$ cat config.mk
export PLATFORM = sky130hd
export DESIGN_NAME = axis_pkt_gen_flat
export DESIGN_NICKNAME = d
export VERILOG_FILES = /design/src/rtl/axis_pkt_gen_if.sv /design/src/rtl/axis_pkt_gen.sv /design/src/flat_wrapper.sv
export SDC_FILE = /design/constraint.sdc
export NUM_CORES = 1
export LEC_CHECK = 0
export CAP_MARGIN = 20
export CORE_UTILIZATION = 40
export CTS_BUF_LIST = sky130_fd_sc_hd__clkbuf_4
export DETAILED_ROUTE_END_ITERATION = 16
export GPL_ROUTABILITY_DRIVEN = 0
export GPL_TIMING_DRIVEN = 1
export HOLD_SLACK_MARGIN = 0.1
export PLACE_DENSITY_LB_ADDON = 0.1
export SLEW_MARGIN = 40
export SYNTH_ARGS = -nofsm -noshare
export SYNTH_HDL_FRONTEND = slang
export SYNTH_SLANG_ARGS = --single-unit
export TNS_END_PERCENT = 1
$ cat constraint.sdc
create_clock -name clk -period 2.8 [get_ports clk]
set_input_delay 0.42 -clock clk [delete_from_list [all_inputs] [get_ports clk]]
set_output_delay 0.42 -clock clk [all_outputs]
set_load 0.01 [all_outputs]
$ cat src/rtl/axis_pkt_gen_if.sv
// AXI-Stream link between the packet generator (master) and its sink (slave).
interface axis_pkt_gen_if #(
   parameter int DATA_WIDTH = 32
);
   logic [DATA_WIDTH-1:0] tdata;
   logic                  tvalid;
   logic                  tlast;
   logic                  tready;

   modport master (output tdata, output tvalid, output tlast, input tready);
   modport slave  (input tdata, input tvalid, input tlast, output tready);
endinterface

$ cat src/rtl/axis_pkt_gen.sv
// AXI-Stream packet generator: bursts of counting-payload packets with TLAST per packet and
// optional idle gaps, tolerant of arbitrary backpressure and mid-run abort.
module axis_pkt_gen #(
   parameter int DATA_WIDTH = 32,
   parameter int LEN_WIDTH  = 8,
   parameter int CNT_WIDTH  = 16,
   parameter int GAP_WIDTH  = 4
) (
   input  logic                  clk,
   input  logic                  rst,
   input  logic                  start,
   input  logic                  abort,
   input  logic [LEN_WIDTH-1:0]  pkt_len,
   input  logic [CNT_WIDTH-1:0]  num_pkts,
   input  logic [GAP_WIDTH-1:0]  gap,
   input  logic [DATA_WIDTH-1:0] seed,
   axis_pkt_gen_if.master        m,
   output logic                  busy,
   output logic                  done,
   output logic [CNT_WIDTH-1:0]  pkt_sent
);
   typedef enum logic [1:0] {
      ST_IDLE = 2'd0,
      ST_SEND = 2'd1,
      ST_GAP  = 2'd2,
      ST_DONE = 2'd3
   } state_t;

   localparam logic [DATA_WIDTH-1:0] DATA_ONE = {{(DATA_WIDTH-1){1'b0}}, 1'b1};
   localparam logic [LEN_WIDTH-1:0]  LEN_ONE  = {{(LEN_WIDTH-1){1'b0}}, 1'b1};
   localparam logic [CNT_WIDTH-1:0]  CNT_ONE  = {{(CNT_WIDTH-1){1'b0}}, 1'b1};
   localparam logic [GAP_WIDTH-1:0]  GAP_ONE  = {{(GAP_WIDTH-1){1'b0}}, 1'b1};
   localparam logic [DATA_WIDTH-1:0] DATA_ZERO = {DATA_WIDTH{1'b0}};
   localparam logic [LEN_WIDTH-1:0]  LEN_ZERO  = {LEN_WIDTH{1'b0}};
   localparam logic [CNT_WIDTH-1:0]  CNT_ZERO  = {CNT_WIDTH{1'b0}};
   localparam logic [GAP_WIDTH-1:0]  GAP_ZERO  = {GAP_WIDTH{1'b0}};

   state_t                state_r, state_nxt_s;
   logic [LEN_WIDTH-1:0]  len_m1_r, len_m1_nxt_s;
   logic [CNT_WIDTH-1:0]  num_r, num_nxt_s;
   logic [GAP_WIDTH-1:0]  gap_r, gap_nxt_s;
   logic [GAP_WIDTH-1:0]  gap_cnt_r, gap_cnt_nxt_s;
   logic [LEN_WIDTH-1:0]  beat_idx_r, beat_idx_nxt_s;
   logic [DATA_WIDTH-1:0] data_r, data_nxt_s;
   logic [CNT_WIDTH-1:0]  sent_r, sent_nxt_s;
   logic                  tvalid_r, tlast_r, tlast_nxt_s;
   logic                  busy_r, done_r;
   logic                  abort_pend_r, abort_pend_nxt_s;
   logic                  fire_s, abort_s, launch_s, last_pkt_s;

   assign fire_s     = tvalid_r && m.tready;
   // An abort seen during a stall is remembered until the pending beat is accepted.
   assign abort_s    = abort || abort_pend_r;
   assign launch_s   = (state_r == ST_IDLE) && start;
   assign last_pkt_s = ((sent_r + CNT_ONE) == num_r);

   assign m.tdata  = data_r;
   assign m.tvalid = tvalid_r;
   assign m.tlast  = tlast_r;
   assign busy     = busy_r;
   assign done     = done_r;
   assign pkt_sent = sent_r;

   // State and output registers with synchronous reset.
   always_ff @(posedge clk) begin
      if (rst) begin
         state_r      <= ST_IDLE;
         len_m1_r     <= LEN_ZERO;
         num_r        <= CNT_ZERO;
         gap_r        <= GAP_ZERO;
         gap_cnt_r    <= GAP_ZERO;
         beat_idx_r   <= LEN_ZERO;
         data_r       <= DATA_ZERO;
         sent_r       <= CNT_ZERO;
         tvalid_r     <= 1'b0;
         tlast_r      <= 1'b0;
         busy_r       <= 1'b0;
         done_r       <= 1'b0;
         abort_pend_r <= 1'b0;
      end else begin
         state_r      <= state_nxt_s;
         len_m1_r     <= len_m1_nxt_s;
         num_r        <= num_nxt_s;
         gap_r        <= gap_nxt_s;
         gap_cnt_r    <= gap_cnt_nxt_s;
         beat_idx_r   <= beat_idx_nxt_s;
         data_r       <= data_nxt_s;
         sent_r       <= sent_nxt_s;
         tvalid_r     <= (state_nxt_s == ST_SEND);
         tlast_r      <= tlast_nxt_s;
         busy_r       <= (state_nxt_s == ST_SEND) || (state_nxt_s == ST_GAP);
         done_r       <= (state_nxt_s == ST_DONE);
         abort_pend_r <= abort_pend_nxt_s;
      end
   end

   // Next-state decode.
   always_comb begin
      state_nxt_s = state_r;
      case (state_r)
         ST_IDLE: begin
            if (start) begin
               state_nxt_s = (num_pkts == CNT_ZERO) ? ST_DONE : ST_SEND;
            end else begin
               state_nxt_s = ST_IDLE;
            end
         end
         ST_SEND: begin
            if (!fire_s) begin
               state_nxt_s = ST_SEND;
            end else if (abort_s || (tlast_r && last_pkt_s)) begin
               state_nxt_s = ST_DONE;
            end else if (tlast_r && (gap_r != GAP_ZERO)) begin
               state_nxt_s = ST_GAP;
            end else begin
               state_nxt_s = ST_SEND;
            end
         end
         ST_GAP: begin
            if (abort) begin
               state_nxt_s = ST_DONE;
            end else if (gap_cnt_r == GAP_ONE) begin
               state_nxt_s = ST_SEND;
            end else begin
               state_nxt_s = ST_GAP;
            end
         end
         ST_DONE: state_nxt_s = ST_IDLE;
         default: state_nxt_s = ST_IDLE;
      endcase
   end

   // Next values for the datapath and output registers.
   always_comb begin
      len_m1_nxt_s   = len_m1_r;
      num_nxt_s      = num_r;
      gap_nxt_s      = gap_r;
      if (launch_s) begin
         len_m1_nxt_s = (pkt_len == LEN_ZERO) ? LEN_ZERO : (pkt_len - LEN_ONE);
         num_nxt_s    = num_pkts;
         gap_nxt_s    = gap;
      end else begin
         len_m1_nxt_s = len_m1_r;
      end

      data_nxt_s     = launch_s ? seed : (fire_s ? (data_r + DATA_ONE) : data_r);
      beat_idx_nxt_s = launch_s ? LEN_ZERO
                     : (fire_s ? (tlast_r ? LEN_ZERO : (beat_idx_r + LEN_ONE)) : beat_idx_r);
      sent_nxt_s     = launch_s ? CNT_ZERO : ((fire_s && tlast_r) ? (sent_r + CNT_ONE) : sent_r);

      if ((state_r == ST_SEND) && (state_nxt_s == ST_GAP)) begin
         gap_cnt_nxt_s = gap_r;
      end else if (state_r == ST_GAP) begin
         gap_cnt_nxt_s = gap_cnt_r - GAP_ONE;
      end else begin
         gap_cnt_nxt_s = gap_cnt_r;
      end

      if ((state_r == ST_SEND) && !fire_s && abort) begin
         abort_pend_nxt_s = 1'b1;
      end else if ((state_r != ST_SEND) || fire_s) begin
         abort_pend_nxt_s = 1'b0;
      end else begin
         abort_pend_nxt_s = abort_pend_r;
      end

      tlast_nxt_s = (state_nxt_s == ST_SEND) && (beat_idx_nxt_s == len_m1_nxt_s);
   end
endmodule

$ cat src/flat_wrapper.sv
// flat-port wrapper written by rule: the top's interface ports become plain ports
module axis_pkt_gen_flat 
#(
   parameter int DATA_WIDTH = 32,
   parameter int LEN_WIDTH  = 8,
   parameter int CNT_WIDTH  = 16,
   parameter int GAP_WIDTH  = 4
)
  (clk, rst, start, abort, pkt_len, num_pkts, gap, seed, busy, done, pkt_sent, m_tdata, m_tvalid, m_tlast, m_tready);
  axis_pkt_gen_if #(.DATA_WIDTH(DATA_WIDTH)) m_i ();
  input  logic clk;
  input  logic rst;
  input  logic start;
  input  logic abort;
  input  logic [LEN_WIDTH-1:0] pkt_len;
  input  logic [CNT_WIDTH-1:0] num_pkts;
  input  logic [GAP_WIDTH-1:0] gap;
  input  logic [DATA_WIDTH-1:0] seed;
  output logic busy;
  output logic done;
  output logic [CNT_WIDTH-1:0] pkt_sent;
  output wire logic [$bits(m_i.tdata)-1:0] m_tdata;
  output wire logic [$bits(m_i.tvalid)-1:0] m_tvalid;
  output wire logic [$bits(m_i.tlast)-1:0] m_tlast;
  input wire logic [$bits(m_i.tready)-1:0] m_tready;
  assign m_tdata = m_i.tdata;
  assign m_tvalid = m_i.tvalid;
  assign m_tlast = m_i.tlast;
  assign m_i.tready = m_tready;
  axis_pkt_gen #(.DATA_WIDTH(DATA_WIDTH), .LEN_WIDTH(LEN_WIDTH), .CNT_WIDTH(CNT_WIDTH), .GAP_WIDTH(GAP_WIDTH)) u_core (.clk(clk), .rst(rst), .start(start), .abort(abort), .pkt_len(pkt_len), .num_pkts(num_pkts), .gap(gap), .seed(seed), .m(m_i), .busy(busy), .done(done), .pkt_sent(pkt_sent));
endmodule
Yosys cells after proc, flatten, opt, wreduce, memory -nomap -nowiden

Cells that the tools add are included.
W data, S select, Z words.

Output and inout bits: 52
Register bits: 95
Word-level logic and storage cells: 69

Reduce and logical (&&, ||, !) cells: 22
Equal/unequal tests: 10
Muxes and demuxes: 19
Add/subtract/negate cells: 5

Operators with widths:

| kind                    | number |
|---|---|
| $mux W32                | 2 |
| $mux W8                 | 5 |
| $add A32 B1 Y32 const B | 1 |
| $add A16 B1 Y16 const B | 1 |
| $eq A16 B16 Y1          | 1 |
| $logic_not A16 Y1       | 1 |
| $mux W2                 | 7 |
| $logic_and A1 B1 Y1     | 9 |
| $add A8 B1 Y8 const B   | 1 |
| $eq A2 B2 Y1 const B    | 4 |
| $eq A8 B8 Y1            | 1 |
| $logic_not A8 Y1        | 1 |
| $mux W4                 | 2 |
| $pmux W2 S4             | 1 |
| $sub A8 B1 Y8 const B   | 1 |
| $reduce_bool A2 Y1      | 3 |
| $eq A2 B1 Y1 const B    | 2 |
| $eq A4 B1 Y1 const B    | 1 |
| $logic_or A1 B1 Y1      | 4 |
| $reduce_bool A4 Y1      | 1 |
| $sub A4 B1 Y4 const B   | 1 |
| $logic_not A2 Y1        | 1 |
| $mux W1                 | 2 |
| $ne A2 B1 Y1 const B    | 1 |
| other kinds (2)         | 2 |

Depth between registers and ports, before layout

Gate-level depths: netlist of the first run.

Word-level depth: 10
Mapped depth: 14
Depth with buffers taken out: 14

Worst setup path after synthesis of the first run

OpenSTA, ideal clock, no wires.

Path type: flip-flop to flip-flop
Start point: register u_core.sent_r[0] (netlist: u_core.pkt_sent[0])
End point: register u_core.gap_cnt_r[0]
Cell stages (with the launch flop): 15
Data required time: 2672 ps
Period minus slack after synthesis: 3043 ps
Arrival: 2915 ps
Setup slack: -243 ps
Setup time: 128 ps
Buffers on the path: 0
Cell sequence: dfxtp_1 -> ha_1 -> nand3_4 -> nor3_4 -> xnor2_1 -> or4_4 -> nor4_4 -> a21oi_2 -> nor2_1 -> ha_1 -> inv_1 -> nor2_1 -> nor2_1 -> a221oi_1 -> nor2_1

Word-level cells in the longest chain between the ends: 10
Elaborated cells on any way between the ends: 11

Ends and longest elaborated chain:

| element                                              | line                | RTL |
|---|---|---|
| from (decl)                                          | axis_pkt_gen.sv:45  | `logic [CNT_WIDTH-1:0] sent_r, sent_nxt_s;` |
| from (signal assigned)                               | axis_pkt_gen.sv:88  | `sent_r <= sent_nxt_s;` |
| $add A16 B1 Y16 *                                    | axis_pkt_gen.sv:55  | `assign last_pkt_s = ((sent_r + CNT_ONE) == num_r);` |
| $eq A16 B16 Y1 *                                     | axis_pkt_gen.sv:55  |  |
| $logic_and A1 B1 Y1 *                                | axis_pkt_gen.sv:111 | `end else if (abort_s \|\| (tlast_r && last_pkt_s)) begin` |
| $logic_or A1 B1 Y1 *                                 | axis_pkt_gen.sv:111 |  |
| $mux W2 *                                            | axis_pkt_gen.sv:111 |  |
| $mux W2 *                                            | axis_pkt_gen.sv:109 | `if (!fire_s) begin` |
| $pmux W2 S4 *                                        | axis_pkt_gen.sv:100 | `case (state_r)` |
| via u_core.state_nxt_s[1]                            | axis_pkt_gen.sv:38  | `state_t state_r, state_nxt_s;` |
| $eq A2 B2 Y1 *                                       | axis_pkt_gen.sv:151 | `if ((state_r == ST_SEND) && (state_nxt_s == ST_GAP)) begin` |
| $logic_and A1 B1 Y1 *                                | axis_pkt_gen.sv:151 |  |
| $mux W4 / $reduce_bool A2 Y1 (equally long branches) | -                   |  |
| to (signal assigned)                                 | axis_pkt_gen.sv:85  | `gap_cnt_r <= gap_cnt_nxt_s;` |
| to (decl)                                            | axis_pkt_gen.sv:42  | `logic [GAP_WIDTH-1:0] gap_cnt_r, gap_cnt_nxt_s;` |

Mark *: on every way through the listed nets, which the timed path passes. The rest lies on a longest branch.
A chain may end at the register's enable or synchronous reset.

Worst setup path after layout of the first run

Start point: register u_core.sent_r[1] (netlist: u_core.pkt_sent[1])
End point: register u_core.gap_cnt_r[1]

Word-level cells in the longest chain between the ends: 10
Elaborated cells on any way between the ends: 11

Ends and longest elaborated chain:

| element                                              | line |
|---|---|
| $add A16 B1 Y16 *                                    | axis_pkt_gen.sv:55 |
| $eq A16 B16 Y1 *                                     | axis_pkt_gen.sv:55 |
| $logic_and A1 B1 Y1 *                                | axis_pkt_gen.sv:111 |
| $logic_or A1 B1 Y1 *                                 | axis_pkt_gen.sv:111 |
| $mux W2 *                                            | axis_pkt_gen.sv:111 |
| $mux W2 *                                            | axis_pkt_gen.sv:109 |
| $pmux W2 S4 *                                        | axis_pkt_gen.sv:100 |
| $eq A2 B2 Y1 *                                       | axis_pkt_gen.sv:151 |
| $logic_and A1 B1 Y1 *                                | axis_pkt_gen.sv:151 |
| $mux W4 / $reduce_bool A2 Y1 (equally long branches) | - |

Every way passes the cells marked *; elsewhere a longest branch is shown, timed or not.

==> results of run 1 <==
cells in the mapped netlist (2+ instances only):
cell	n	area, sq um
nand3_1	25	125
or4_1	3	22.5
nor4_1	9	56.3
clkbuf_1	22	82.6
nand4_1	13	81.3
o21ai_0	27	135
nand4b_1	2	17.5
or2_1	2	12.5
and2_1	4	25.0
buf_2	7	35.0
a21oi_2	2	17.5
xor2_1	38	333
dfxtp_1	95	1900
o211ai_1	2	15.0
inv_1	12	45.0
ha_1	10	125
nor4_2	2	25.0
nand4_2	2	25.0
nand2_1	92	345
nor2_1	90	338
nor3b_1	7	52.6
or3_1	14	87.6
o21ai_1	3	15.0
nand2b_1	6	37.5
a311oi_1	8	70.1
a21oi_1	34	170
and3_1	9	56.3
a221oi_1	3	26.3
xnor2_1	33	289
nor2b_1	8	50.1
nor4b_1	2	17.5
nand3b_1	3	22.5
nor3_1	16	80.1
a211oi_1	23	173
o21a_1	2	15.0
buf_4	4	30.0
power groups by stage:
stage,clock network (mW),logic (mW),registers (mW)
5_1_grt,0.758,0.791,1.56
3_3_place_gp,0,0.693,1.57
2_1_floorplan,0,0.344,1.58
3_5_place_dp,0,0.702,1.58
6_report,0.691,0.721,1.55
4_1_cts,0.713,0.717,1.55
what timing repair did:
item                                    in CTS  in global routing
gates resized for setup                     21                 12
gates cloned                                 0                  0
setup buffers                                4                  3
pin swaps                                   17                  7
endpoints found under the setup margin       5                  5
worst max-delay path: stages, from the launching register on:
cell	delay, ps
dfxtp_4	390
ha_4	170
xnor2_1	170
xnor2_1	100
or4_4	550
nor4_4	360
a21oi_2	110
or2_1	220
ha_2	170
inv_2	70
nor2_4	40
buf_4	160
a221oi_2	270
nor2_1	80
metal layers:
metal  up-vias  part of all wire, %  routed length [microns]  global-route usage [%]
met3        34                  4.1                      622                    4.08
met2       113                   50                     7470                    40.3
li1       2605                    -                        -                       -
met4         0                  3.1                      468                    12.6
met1      2473                   43                     6450                    27.9
met5         -                    0                        0                       0
cells by family (layout without fill, tap and decap cells):
| group | after synthesis | in the layout | share of synthesized area, % |
|---|---|---|---|
| xor gates and xnor gates | 71 | 71 | 12.0 |
| adders and majority gates | 10 | 10 | 2.42 |
| DFF | 95 | 95 | 36.8 |
| muxes | 1 | 1 | 0.194 |
| buffers and inverters | 46 | 208 | 3.80 |
| AOI/OAI and AO/OA | 114 | 114 | 14.1 |
| and+or+nand+nor | 318 | 318 | 30.7 |
registers in the layout (all words and copies together), names as in the netlist, 2 cells and up:
name,flops
u_core.state_r,2
u_core.pkt_sent,16
u_core.num_r,16
u_core.gap_cnt_r,4
u_core.len_m1_r,8
u_core.beat_idx_r,8
u_core.m.tdata,32
u_core.gap_r,4
metrics by stage:
step | area [sq um] | power (mW)
6_report | 7150 | 2.96
5_1_grt | 7150 | 3.11
4_1_cts | 7070 | 2.98
3_5_place_dp | 6860 | 2.28
3_3_place_gp | 6860 | 2.27
2_1_floorplan | 5190 | 1.93
worst paths after layout:
path / from / to / slack, ps / cells past startpoint
setup reg to reg: u_core.pkt_sent[1] / u_core.gap_cnt_r[1] / -160 / 13
hold reg to reg: u_core.num_r[10] / u_core.num_r[10] / 480 / 2
hold / removal: rst / u_core.m.tdata[10] / 360 / 2
setup / recovery: u_core.pkt_sent[1] / u_core.gap_cnt_r[1] / -160 / 13
cell type report:
type,instances,area (sq um)
inverters,12,45.0
well taps,172,215
clock inverters,6,37.5
repair buffers,180,1660
multi-input cells,514,3200
clock buffers,10,75.1
fillers,1237,5470
flip-flops and latches,95,1920
==> impl_metrics.toml, run 1 <==
[sta]
drv_slew = 0
clock_skew_ps = 24.3
rsz0062_at_grt = "yes"
tns_ps = -501
final_hold_viol_count = 0
fmaxAchievable_mhz = 337
min_period_ps = 2960
fin_crit_sh_pct = 106
tightest_slew_ps = 646
max_slew_margin_pct = 56.4
setup_ws_ps = -165
finalSetupViolCount = 5
whs_ps = 365

[place]
dp_cells = 966
place_hpwl_mm = 11.2
pre_cts_ws_ps = -313
port_buffers = 116

[global_routing]
grtUsageTotal_pct = 23.4
grt_pass1_vias = 5115
antenna_found_initial = 0
grt_first_pass_wirelength_mm = 24.2
overflow = 0
grt_max_degree = 44

[die]
die_y_microns = 116
start_util_pct = 41.0
core_region_area_sq_mm = 0.0126
die_x_microns = 116
rows = 41
die_area_sq_mm = 0.0134
ios = 117

[pwr]
clock_power_share_pct = 23.3
power_density_mw_per_mm2 = 414
p_comb_share_pct = 24.3
p_int_mw = 2.00
power_leakage_nw = 2.60
power_switching_uw = 957
sw_frac_of_total_pct = 32.3
p_seq_share_pct = 52.3
ir_worst_vdd_mv = 0.214

[yosys]
synth_seq_cells = 95
synthArstFlopShare_pct = 0
yosysUniqueCellTypes = 57
avgSynthCellArea_sq_um = 7.89
syn_nets = 730
postSynthCellCount = 655
synth_enable_flop_cells = 0
yosysSeqAreaShare_pct = 36.8
ys.flop_type = "dfxtp_1"
synth_area_sq_mm = 0.00517
yosysWarnings = 0

[routing]
wl_per_cell_microns = 15.2
initialDrtViolationCount = 250
routed_wl_mm = 15.0
first_pass_iters = 4
drcViolationCount = 0
ant_nets = 0
vias = 5225
routed_via_density = 5.28

[finish]
mostFrequentLayoutCells = "115 x clkdlybuf4s50_1, 92 x nand2_1, 87 x nor2_1"
utilization_pct = 56.7
drive_above_1_share_pct = 14.6
antenna_cells = 0
mostFrequentLayoutCell = "clkdlybuf4s50_1"
fin_cells = 989
area.growth.synth_to_final_pct = 38.3
fin_nets = 887

[critical_path]
crit_fanout = 4
crit_required_ps = 3190
arrival_ps = 3350
end_kind = "flop"
cp-start-kind = "flop"
crit_type = "flop to flop"

[outcome]
failed_checks = "setup timing"
outcome = "complete, but fails checks"

[min_path]
min_path_type = "input port to flop"

[job]
drv_cap = 0

[clock_tree]
root_buffer = "clkbuf_4"
cts_made_buffers = 9
clock-sinks = 95
clk_pin_slew_worst_paths_ps = 160
holdBufCountCts = 0
cts_tree = "built"
htree_levels = 3
clock_latency_ps = 490
clk_path_buf_depth = 2
(Power assumes the default switching activity.)
==> inputs of run 2 (changes only) <==
--- a/config.mk
+++ b/config.mk
@@ -8,6 +8,7 @@
 export CAP_MARGIN = 20
 export CORE_UTILIZATION = 40
 export CTS_BUF_LIST = sky130_fd_sc_hd__clkbuf_4
+export CTS_CLUSTER_DIAMETER = 80
 export DETAILED_ROUTE_END_ITERATION = 16
 export GPL_ROUTABILITY_DRIVEN = 0
 export GPL_TIMING_DRIVEN = 1
==> results of run 2 <==
The final DEF is identical to that of run 1; final timing and power are the same.
